### src/rtl/divider_mode_ctrl.sv
// divider_mode_ctrl: push-button mode controller for the board clock divider.
// Four raw buttons are synchronized, debounced and edge-detected. Simultaneous
// presses resolve to the lowest button index. The winning request is latched
// and committed only on the wrap of a free-running 4-bit counter, so the LED
// never shows a runt pulse or a truncated phase. led and div_tick are
// registered outputs computed from next-state values.
module divider_mode_ctrl #(
  parameter int DB_CYCLES = 16
) (
  input  logic       clk,
  input  logic       rst_n,
  input  logic       swbtn_1,
  input  logic       swbtn_2,
  input  logic       swbtn_3,
  input  logic       swbtn_4,
  output logic       led,
  output logic [1:0] mode,
  output logic       pending,
  output logic       div_tick
);

  // Last debounce count value before a level change is accepted.
  localparam logic [7:0] DB_LAST = 8'(DB_CYCLES - 1);

  // Button vector, bit 0 = swbtn_1 (highest priority).
  logic [3:0] btn_raw;
  assign btn_raw = {swbtn_4, swbtn_3, swbtn_2, swbtn_1};

  // Synchronizer, debounce and edge-detect state.
  logic [3:0] sync_q1;
  logic [3:0] sync_q2;
  logic [3:0] db_level;
  logic [3:0] db_level_next;
  logic [3:0] db_level_d;
  logic [3:0] press;
  logic [7:0] db_cnt      [4];
  logic [7:0] db_cnt_next [4];

  // Arbitration result.
  logic       ev_valid;
  logic [1:0] ev_mode;

  // Divider and commit state.
  logic [3:0] cnt;
  logic [1:0] pend_mode;
  logic [3:0] cnt_next;
  logic [1:0] mode_next;
  logic [1:0] pend_mode_next;
  logic       pending_next;
  logic       wrap;
  logic       commit;
  logic       led_next;
  logic       div_tick_next;

  // Two-flop synchronizer for each raw button.
  always_ff @(posedge clk) begin
    if (!rst_n) begin
      sync_q1 <= '0;
      sync_q2 <= '0;
    end else begin
      sync_q1 <= btn_raw;
      sync_q2 <= sync_q1;
    end
  end

  // Debounce next state: count consecutive differing samples, accept the new
  // level once the count has reached DB_LAST and the sample still differs.
  always_comb begin
    for (int i = 0; i < 4; i++) begin
      db_cnt_next[i]   = db_cnt[i];
      db_level_next[i] = db_level[i];
      if (sync_q2[i] == db_level[i]) begin
        db_cnt_next[i] = '0;
      end else if (db_cnt[i] == DB_LAST) begin
        db_level_next[i] = sync_q2[i];
        db_cnt_next[i]   = '0;
      end else begin
        db_cnt_next[i] = db_cnt[i] + 8'd1;
      end
    end
  end

  // Debounce counters and debounced levels.
  always_ff @(posedge clk) begin
    if (!rst_n) begin
      db_level <= '0;
      for (int i = 0; i < 4; i++) begin
        db_cnt[i] <= '0;
      end
    end else begin
      db_level <= db_level_next;
      for (int i = 0; i < 4; i++) begin
        db_cnt[i] <= db_cnt_next[i];
      end
    end
  end

  // Registered press pulse on each debounced 0->1 transition only.
  always_ff @(posedge clk) begin
    if (!rst_n) begin
      db_level_d <= '0;
      press      <= '0;
    end else begin
      db_level_d <= db_level;
      press      <= db_level & ~db_level_d;
    end
  end

  // Fixed-priority arbiter: lowest button index wins.
  always_comb begin
    ev_valid = |press;
    ev_mode  = 2'd0;
    if (press[0]) begin
      ev_mode = 2'd0;
    end else if (press[1]) begin
      ev_mode = 2'd1;
    end else if (press[2]) begin
      ev_mode = 2'd2;
    end else if (press[3]) begin
      ev_mode = 2'd3;
    end
  end

  // Next-state for counter, request latch, committed mode and outputs.
  // A commit uses the pend_mode held before this edge; a new event on the
  // same edge re-arms pending with the newer request for the next wrap.
  always_comb begin
    cnt_next       = cnt + 4'd1;
    wrap           = (cnt == 4'hF);
    commit         = pending && wrap;
    mode_next      = mode;
    pend_mode_next = pend_mode;
    pending_next   = pending;
    if (commit) begin
      mode_next    = pend_mode;
      pending_next = 1'b0;
    end
    if (ev_valid) begin
      pend_mode_next = ev_mode;
      pending_next   = 1'b1;
    end
    led_next      = cnt_next[mode_next];
    div_tick_next = led_next && !led;
  end

  // Divider, request latch and registered outputs.
  always_ff @(posedge clk) begin
    if (!rst_n) begin
      cnt       <= '0;
      mode      <= 2'd0;
      pend_mode <= 2'd0;
      pending   <= 1'b0;
      led       <= 1'b0;
      div_tick  <= 1'b0;
    end else begin
      cnt       <= cnt_next;
      mode      <= mode_next;
      pend_mode <= pend_mode_next;
      pending   <= pending_next;
      led       <= led_next;
      div_tick  <= div_tick_next;
    end
  end

endmodule
### config.mk
export PLATFORM = sky130hd
export DESIGN_NAME = divider_mode_ctrl
export DESIGN_NICKNAME = d
export VERILOG_FILES = /design/src/rtl/divider_mode_ctrl.sv
export SDC_FILE = /design/constraint.sdc
export NUM_CORES = 1
export LEC_CHECK = 0
export BUFFER_PORTS_ARGS = -buffer_cell sky130_fd_sc_hd__buf_2
export CORE_UTILIZATION = 66
export CTS_BUF_LIST = sky130_fd_sc_hd__clkbuf_4
export DETAILED_ROUTE_END_ITERATION = 8
export GPL_ROUTABILITY_DRIVEN = 1
export GPL_TIMING_DRIVEN = 0
export PLACE_DENSITY = 0.85
export SLEW_MARGIN = 0
export SYNTH_ARGS = -nofsm -noshare
export SYNTH_HDL_FRONTEND = slang
export SYNTH_SLANG_ARGS = --single-unit
### constraint.sdc
create_clock -name clk -period 3 [get_ports clk]
set_clock_uncertainty 0.1 [all_clocks]
set_input_delay 0.3 -clock clk [delete_from_list [all_inputs] [get_ports clk]]
set_output_delay 0.3 -clock clk [all_outputs]
set_load 0.01 [all_outputs]
## Yosys cells after proc, flatten, opt, wreduce, memory -nomap -nowiden

Memory sizes are Yosys's and may differ from the RTL's.
Cells that the tools add are included.

| cells by class | value |
|---|---|
| mux-type cells | 23 |
| magnitude comparators | 1 |
| equal/unequal tests | 9 |
| reduce and logical (&&, ||, !) cells | 9 |
| $add $sub $neg | 5 |
| bitwise operators | 10 |

Operator list:

| operator | number |
|---|---|
| 8-bit 2-to-1 mux | 12 |
| 8-bit by 1-bit adder with 8-bit output, second input constant | 4 |
| 8-bit by 4-bit equality test with 1-bit output, second input constant | 4 |
| 2-bit 2-to-1 mux | 5 |
| 2-bit AND reduction | 4 |
| 1-bit 2-to-1 mux | 5 |
| 4-bit by 1-bit adder with 4-bit output, second input constant | 1 |
| 4-bit AND | 1 |
| 1-bit equality test | 4 |
| 4-bit equality test, second input constant | 1 |
| 1-bit inverter | 4 |
| 4-bit inverter | 1 |
| 1-bit OR | 4 |
| 4-bit OR reduction | 1 |
| 2-bit by 3-bit less-than comparator with 1-bit output, second input constant | 1 |
| 1-bit binary-select mux with 2-bit select | 1 |
| 1-bit logical AND | 2 |
| 2-bit nonzero test | 1 |
| 1-bit logical NOT | 1 |

| storage, ports and cells | value |
|---|---|
| logic and storage cells | 72 |
| bits in registers | 31 |
| memory bits (writable) | 32 |
| memories | 1 |

Memories:

| name | depth | width | read ports | clocked after memory_dff | write ports | RTL line | text |
|---|---|---|---|---|---|---|---|
| db_cnt | 4 | 8 | 4 | 0 | 4 | 36 | `logic [7:0] db_cnt [4];` |

## Depth between registers and ports, before layout

Gate-level depths: netlist of run 1.

| logic depth | value |
|---|---|
| word-level depth | 6 |
| gate-level depth with buffers | 5 |
| depth with buffers taken out | 5 |

## Worst setup path before layout of run 1

No wires, ideal clock.

| path | value |
|---|---|
| kind | register to register |
| start point | register cnt[0] |
| end point | register div_tick |
| data arrival time | 1.572 ns |
| library setup time | 0.073 ns |
| stages on the path, launching flop included | 6 |
| period minus slack after synthesis | 1.745 ns |
| path buffers | 0 |
| slack | 1.255 ns |
| data required time | 2.827 ns |
| path through | dfxtp_1 > ha_1 > nand4_2 > mux2i_1 > mux4_2 > nor3_2 |

| on the way | value |
|---|---|
| word-level cells in the longest chain between the ends | 6 |
| elaborated cells on any way between the ends | 7 |
| those cells by class | add/sub: 1; eq/ne: 1; mux: 3; reduce/logical: 2 |

RTL lines:

| item | RTL line | text |
|---|---|---|
| start, declared | 44 | `logic [3:0] cnt;` |
| start signal, assigned | 156 | `cnt <= cnt_next;` |
| parallel branches: the longest is 3 deep, another holds 4-bit by 1-bit adder with 4-bit output | n/a |  |
| 1-bit binary-select mux with 2-bit select * | 142 | `led_next = cnt_next[mode_next];` |
| 1-bit 2-to-1 mux (implied by the code) * | 142 |  |
| 1-bit logical AND * | 143 | `div_tick_next = led_next && !led;` |
| end signal, assigned | 161 | `div_tick <= div_tick_next;` |
| end, declared | 19 | `output logic div_tick` |

Every way passes the cells marked *. The select of a mux whose other input is x is not followed.
A chain may end at the register's enable or synchronous reset.

## Worst setup path in the final report of run 1

Ends and elaborated chain as after synthesis.

==> impl_metrics.yaml, run 1 <==
outcome:
  outcome: "complete, no violations"
critical_path:
  start_kind: "register"
  reg2reg_depth: 5
  endpoint_kind: "register"
  crit_arrival_ps: 2240
  critPathKind: "register to register"
  required_ps: 3230
  reg2reg_to: "div_tick"
  r2r-start: "cnt[0]"
  r2r_slack_ps: 1000
  cp_max_fo: 4
min_path:
  min_to: "db_level_d[3]"
  hold_path_depth: 2
  worstHoldStart: "rst_n"
  min_path_type: "primary input to register"
floorplanning:
  start_util_pct: 71.7
  rows: 20
  die_x_um: 60.3
  design.portCount: 11
  dieArea_um2: 3640
  die_h_um: 60.3
  coreArea_um2: 3130
timing:
  fin_crit_ps: 2000
  tightest_slew_ps: 507
  final.setup.tns_ps: 0
  slew_headroom_pct: 66.2
  maxSlewViolCount: 0
  grt_setup_unrepaired: "no"
  finalWorstSetupSlack_ps: 997
  whs_ps: 146
  fmax_mhz: 499
  finalSetupViolations: 0
  hold_violations: 0
  timing.final.crit_share_pct: 66.8
cts:
  cts_resized: 0
  cts.sinks: 63
  ctsHtreeMaxLevel: 3
  cts_tree: "done"
  root_buffer: "clkbuf_4"
  cts.path.max_buffers: 2
  path_clk_slew_ps: 110
  clk_latency_ps: 400
  cts_buffers: 9
layout:
  fin_cells: 302
  drive_gt1_share_pct: 10.9
  n_fill_cell: 207
  antenna_cells: 0
  final_nets: 264
  fin_area_um2: 2570
  fin_util_pct: 82.1
  areaGrowthSynthToFinish_pct: 14.4
routing:
  ant_nets: 0
  wire_per_inst_um: 12.2
  vias_per_cell: 5.18
  drc: 0
  num_vias: 1564
  drt-initial-drc-count: 83
  routed_wl_um: 3680
  dr.pass1.iters: 4
global_route:
  antenna_found_initial: 0
  grt_pass1_wl_um: 5910
  grt_pass1_vias: 1517
  grt_overflow: 0
  grt_max_degree: 12
  grt_usage_pct: 23.1
placement:
  pre_cts_slack_ps: 990
  dp.final_hpwl_um: 2360
  place_inst: 282
  place_area_um2: 2350
  routabilityCongestion: 0.736
  io_buffers: 10
synth:
  synthCells: 228
  yosysWarnings: 0
  syn_avg_cell_area_um2: 9.84
  seq_area_frac_synth_pct: 56.2
  synth_area_um2: 2240
  synthDistinctLibCells: 21
  synth_nets: 239
  synth_seq_cells: 63
power_and_ir_drop:
  power_frac_seq_pct: 52.9
  powerDensity_nw_per_um2: 629
  leakagePower_nw: 1.06
  p_sw_share_pct: 20.7
  ir_drop_uv: 684
  p_switching_mw: 0.334
  p_clk_share_pct: 44.6
  power.internal_mw: 1.28
  power_mw: 1.62
  combPwrFrac_pct: 2.4
flow_run:
  cap_violations: 0
-- worst max-delay path by stage --
stage	from	endpoint	slack (ps)	depth (start not counted)
floorplan	cnt[0]	div_tick	1260	5
global placement	cnt[0]	div_tick	1120	5
detailed placement	cnt[0]	div_tick	990	5
CTS	cnt[0]	div_tick	970	5
global route	cnt[0]	div_tick	890	5
finish	cnt[0]	div_tick	1000	5
-- metal layers --
layer | up-vias | global-route usage [%] | share of wire (%)
met5 | - | 0 | 0
met4 | 0 | 11.6 | 1.3
met3 | 6 | 9.96 | 3.8
met2 | 24 | 40.3 | 51
met1 | 735 | 23.3 | 44
li1 | 799 | - | -
-- final cells by class --
cell class	instances	area [um^2]	share of cell area [%]
inverter	6	22.5	0.877
buffer	2	7.51	0.292
timing repair buffer	14	90.1	3.51
tap	44	55.1	2.14
clock buffer	9	67.6	2.63
clock inverter	7	111	4.34
sequential	63	1260	49.1
multi-input combinational	157	952	37.1
-- sequential cells by signal, indices dropped and copies added, names as in the netlist --
| signal | cells |
|---|---|
| db_cnt | 32 |
| cnt | 4 |
| db_level | 4 |
| db_level_d | 4 |
| press | 4 |
| sync_q1 | 4 |
| sync_q2 | 4 |
| mode | 2 |
| pend_mode | 2 |
| div_tick | 1 |
| led | 1 |
| pending | 1 |
-- logic make-up after synthesis --
group                      Yosys count  share of synthesized area (%)
and+or+nand+nor                    114                           24.7
DFF                                 63                           56.2
xor gates and xnor gates            30                           11.7
buffers and inverters                8                           1.34
adders and majority gates            5                           2.79
AOI/OAI and AO/OA                    4                          0.892
muxes                                4                           2.34
-- worst max-delay path: stages (launching register included) --
cell     delay [ps]
dfxtp_1         390
ha_1            240
nand4_2         150
mux2i_1         300
mux4_2          600
nor3_2          150
-- power by group through the flow --
stage	clock network (mW)	registers (mW)	logic, mW
after detailed placement	0	0.875	0.0349
after global routing	0.767	0.857	0.0432
after floorplan	0	0.874	0.0216
after global placement	0	0.874	0.0332
after CTS	0.729	0.855	0.0394
final	0.721	0.855	0.0394
-- cell usage in the layout (no fill, tap or decap) --
cell | netlist | routed
dlygate4sd3_1 | 0 | 4
a21oi_1 | 4 | 4
clkinv_1 | 0 | 1
nor4_1 | 5 | 5
nor2b_1 | 4 | 4
mux4_2 | 1 | 1
clkbuf_1 | 2 | 2
clkbuf_4 | 0 | 9
nand4_2 | 1 | 1
clkinvlp_4 | 0 | 1
xnor2_1 | 11 | 11
clkinv_2 | 0 | 2
and2_1 | 14 | 14
bufinv_16 | 0 | 3
buf_2 | 0 | 10
nand2_1 | 12 | 12
nand4_1 | 2 | 2
nand3_1 | 18 | 18
mux2i_1 | 3 | 3
xor2_1 | 19 | 19
ha_1 | 5 | 5
inv_1 | 6 | 6
and3_1 | 7 | 7
nor3_1 | 3 | 3
nor3_2 | 1 | 1
nor2_1 | 45 | 45
dfxtp_1 | 63 | 63
nand2b_1 | 2 | 2
-- timing repair --
action / 4_1_cts / 5_1_grt
endpoints found under the setup margin: 0 / 0
hold endpoints to repair: 4 / 0
hold buffers: 4 / 0
buffers inserted: 0 / 0
-- cell usage after synthesis, drive strengths merged --
library cell  count  area, um^2
a21oi             4        20.0
and2             14        87.6
and3              7        43.8
clkbuf            2        7.51
dfxtp            63        1260
ha                5        62.6
inv               6        22.5
mux2i             3        30.0
mux4              1        22.5
nand2            12        45.0
nand2b            2        12.5
nand3            18        90.1
nand4             3        25.0
nor2             45         169
nor2b             4        25.0
nor3              4        25.0
nor4              5        31.3
xnor2            11        96.3
xor2             19         166
(Power assumes the default switching activity.)
==> run 2, diff against run 1 <==
Settings changed: ABC_AREA from default to 1, CORE_UTILIZATION 66 to 56, PLACE_DENSITY 0.85 to 0.77.
Clock period 3 ns to 1.75 ns, I/O delays scaled along.
==> run 2 against run 1 <==
Final area increased by 7.0%; count of clock-buffer cells in the layout up 1; non-clock buffer count unchanged; cell count up 22%; core utilization shrank 14 points; area after synthesis grew 6.4%; fmax is 26% higher; hold slack worse by 95 ps; clock power grew 94%; die area rose by 24%; critical path depth is 2 higher; largest power group unchanged; highest routed layer unchanged.
==> impl_metrics.yaml, run 2 <==
outcome:
  outcome: "complete, no violations"
global_route:
  grt_overflow: 0
  use_met1_pct: 23.8
  grt_max_degree: 12
  grt_pass1_wl_um: 6320
  grtUsageMet3_pct: 7.60
  gr-usage-met2_pct: 27.8
  top_usage_layer: "met2"
  grt_pass1_vias: 1556
  antenna_found_initial: 0
  grt_usage_pct: 19.1
floorplanning:
  die_h_um: 67.3
  design.portCount: 11
  start_util_pct: 58.8
  rows: 23
  dieArea_um2: 4530
  coreArea_um2: 4060
  die_x_um: 67.3
critical_path:
  crit_arrival_ps: 1840
  cp_max_fo: 8
  r2r_slack_ps: 160
  critPathKind: "register to register"
  start_kind: "register"
  required_ps: 2000
  endpoint_kind: "register"
timing:
  tightest_slew_ps: 322
  grt_setup_unrepaired: "no"
  maxSlewViolCount: 0
  finalSetupViolations: 0
  fin_crit_ps: 1590
  slew_headroom_pct: 78.3
  whs_ps: 50.4
  finalWorstSetupSlack_ps: 160
  fmax_mhz: 629
  hold_violations: 0
  timing.final.crit_share_pct: 90.9
  final.setup.tns_ps: 0
cts:
  clk_latency_ps: 400
  cts_tree: "done"
  ctsHtreeMaxLevel: 3
  cts_setup_buffers: 0
  cts.path.max_buffers: 2
  cts_buffers: 9
  root_buffer: "clkbuf_4"
  cts.sinks: 63
  path_clk_slew_ps: 110
routing:
  ant_nets: 0
  wire_per_inst_um: 9.69
  drt-initial-drc-count: 98
  drc: 0
  vias_per_cell: 4.87
  dr.pass1.iters: 4
  routed_wl_um: 3560
  num_vias: 1787
synth:
  yosys.area.top_type: "dfxtp_1"
  synth_top_family_by_area: "simple AND/OR/NAND/NOR gates"
  seq_area_frac_synth_pct: 52.9
  yosys.area_share.simple_pct: 26.0
  synth_nets: 298
  muxShareOfSynthArea_pct: 0
  synth_seq_cells: 63
  synth_area_um2: 2390
  synthXorXnorAreaFrac_pct: 4.04
  synthDistinctLibCells: 26
  yosysWarnings: 0
  async_reset_ff_share_pct: 0
  synth_area_leaders: "dfxtp_1 53%, nor2_1 6.8%, inv_1 6.4%, nand2_1 6.4%, nand3_1 4.0%"
  synth_most_common_cell: "dfxtp_1"
  synthAdderAreaFrac_pct: 2.62
  synth_flop_cell: "dfxtp_1"
  syn_avg_cell_area_um2: 8.31
  synthCells: 287
  synth_top_cell_area_share_pct: 52.9
  synth_edf_count: 0
  synth_compound_area_share_pct: 7.24
  synthTopCellsByCount: "63 x dfxtp_1, 43 x nor2_1, 41 x inv_1, 41 x nand2_1, 19 x nand3_1"
power_and_ir_drop:
  p_sw_share_pct: 19.7
  p_clk_share_pct: 47.6
  p_switching_mw: 0.580
  power_frac_seq_pct: 49.8
  combPwrFrac_pct: 2.6
  ir_drop_uv: 700
  powerDensity_nw_per_um2: 1070
  power.internal_mw: 2.37
  leakagePower_nw: 1.16
layout:
  fin_area_um2: 2750
  areaGrowthSynthToFinish_pct: 15.1
  final_cell_mix: "63 x dfxtp_1, 43 x nor2_1, 41 x inv_1, 41 x nand2_1, 19 x nand3_1"
  layout_commonest_cell: "dfxtp_1"
  final_nets: 323
  largest_reg_flops: 32
  drive_gt1_share_pct: 12.9
  max_flop_register: "db_cnt"
  antenna_cells: 0
  n_fill_cell: 333
placement:
  routabilityCongestion: 0.745
  pre_cts_slack_ps: 172
  place_area_um2: 2500
  dp.final_hpwl_um: 2380
  io_buffers: 10
flow_run:
  cap_violations: 0
min_path:
  min_path_type: "primary input to register"
[run 2: final timing paths]
| check | end | startpoint | cells past startpoint |
|---|---|---|---|
| worst max register to register | db_cnt[1][6] | db_cnt[1][0] | 7 |
| worst max-delay path | db_cnt[1][6] | db_cnt[1][0] | 7 |
| worst min register to register | press[0] | db_level_d[0] | 1 |
| worst min-delay path | pend_mode[0] | rst_n | 3 |
[run 2: critical path, cell delays in order (launching register included)]
cell and delay, ps:
dfxtp_1 340, ha_1 200, nand2_1 130, nor2_1 70, nand3_1 120, nand3_1 240, a21oi_1 200, o21a_1 150
[run 2: layout make-up]
class / count / area [um^2] / area share (%)
clock buffers: 10 / 75.1 / 2.73
plain buffers: 2 / 16.3 / 0.592
repair buffers: 14 / 90.1 / 3.28
clock inverters: 6 / 133 / 4.83
well taps: 50 / 62.6 / 2.28
multi-input cells: 180 / 951 / 34.6
flip-flops and latches: 63 / 1260 / 45.9
inverters: 42 / 158 / 5.74
[run 2: what timing repair did]
action,4_1_cts,5_1_grt
resized for setup,0,0
hold buffers,4,0
endpoints found under the hold margin,4,0
[run 2: power by group through the flow]
stage | registers [mW] | clock network (mW) | logic, mW
final | 1.47 | 1.40 | 0.0761
after detailed placement | 1.50 | 0 | 0.0701
after CTS | 1.47 | 1.43 | 0.0775
after global routing | 1.47 | 1.50 | 0.0875
after floorplan | 1.50 | 0 | 0.0470
after global placement | 1.50 | 0 | 0.0693
[run 2: kinds of logic after synthesis]
| family | count (synthesis) |
|---|---|
| simple gates | 135 |
| flops | 63 |
| buf+inv | 44 |
| compound gates | 29 |
| xor+xnor | 11 |
| fa+ha+maj | 5 |
[run 2: routing by layer]
layer / share of wire (%) / vias up / wire, um
li1: - / 970 / -
met1: 50 / 780 / 1780
met2: 44 / 26 / 1560
met3: 3.1 / 11 / 111
met4: 2.8 / 0 / 99
met5: 0 / - / 0
[run 2: stage by stage]
| step | utilization (%) | total power [mW] | std cells |
|---|---|---|---|
| final | 67.7 | 2.95 | 367 |
| after global routing | 67.7 | 3.06 | 367 |
| after CTS | 67.7 | 2.97 | 367 |
| after detailed placement | 61.6 | 1.57 | 347 |
| after global placement | 61.6 | 1.57 | 347 |
| after floorplan | - | 1.55 | 287 |
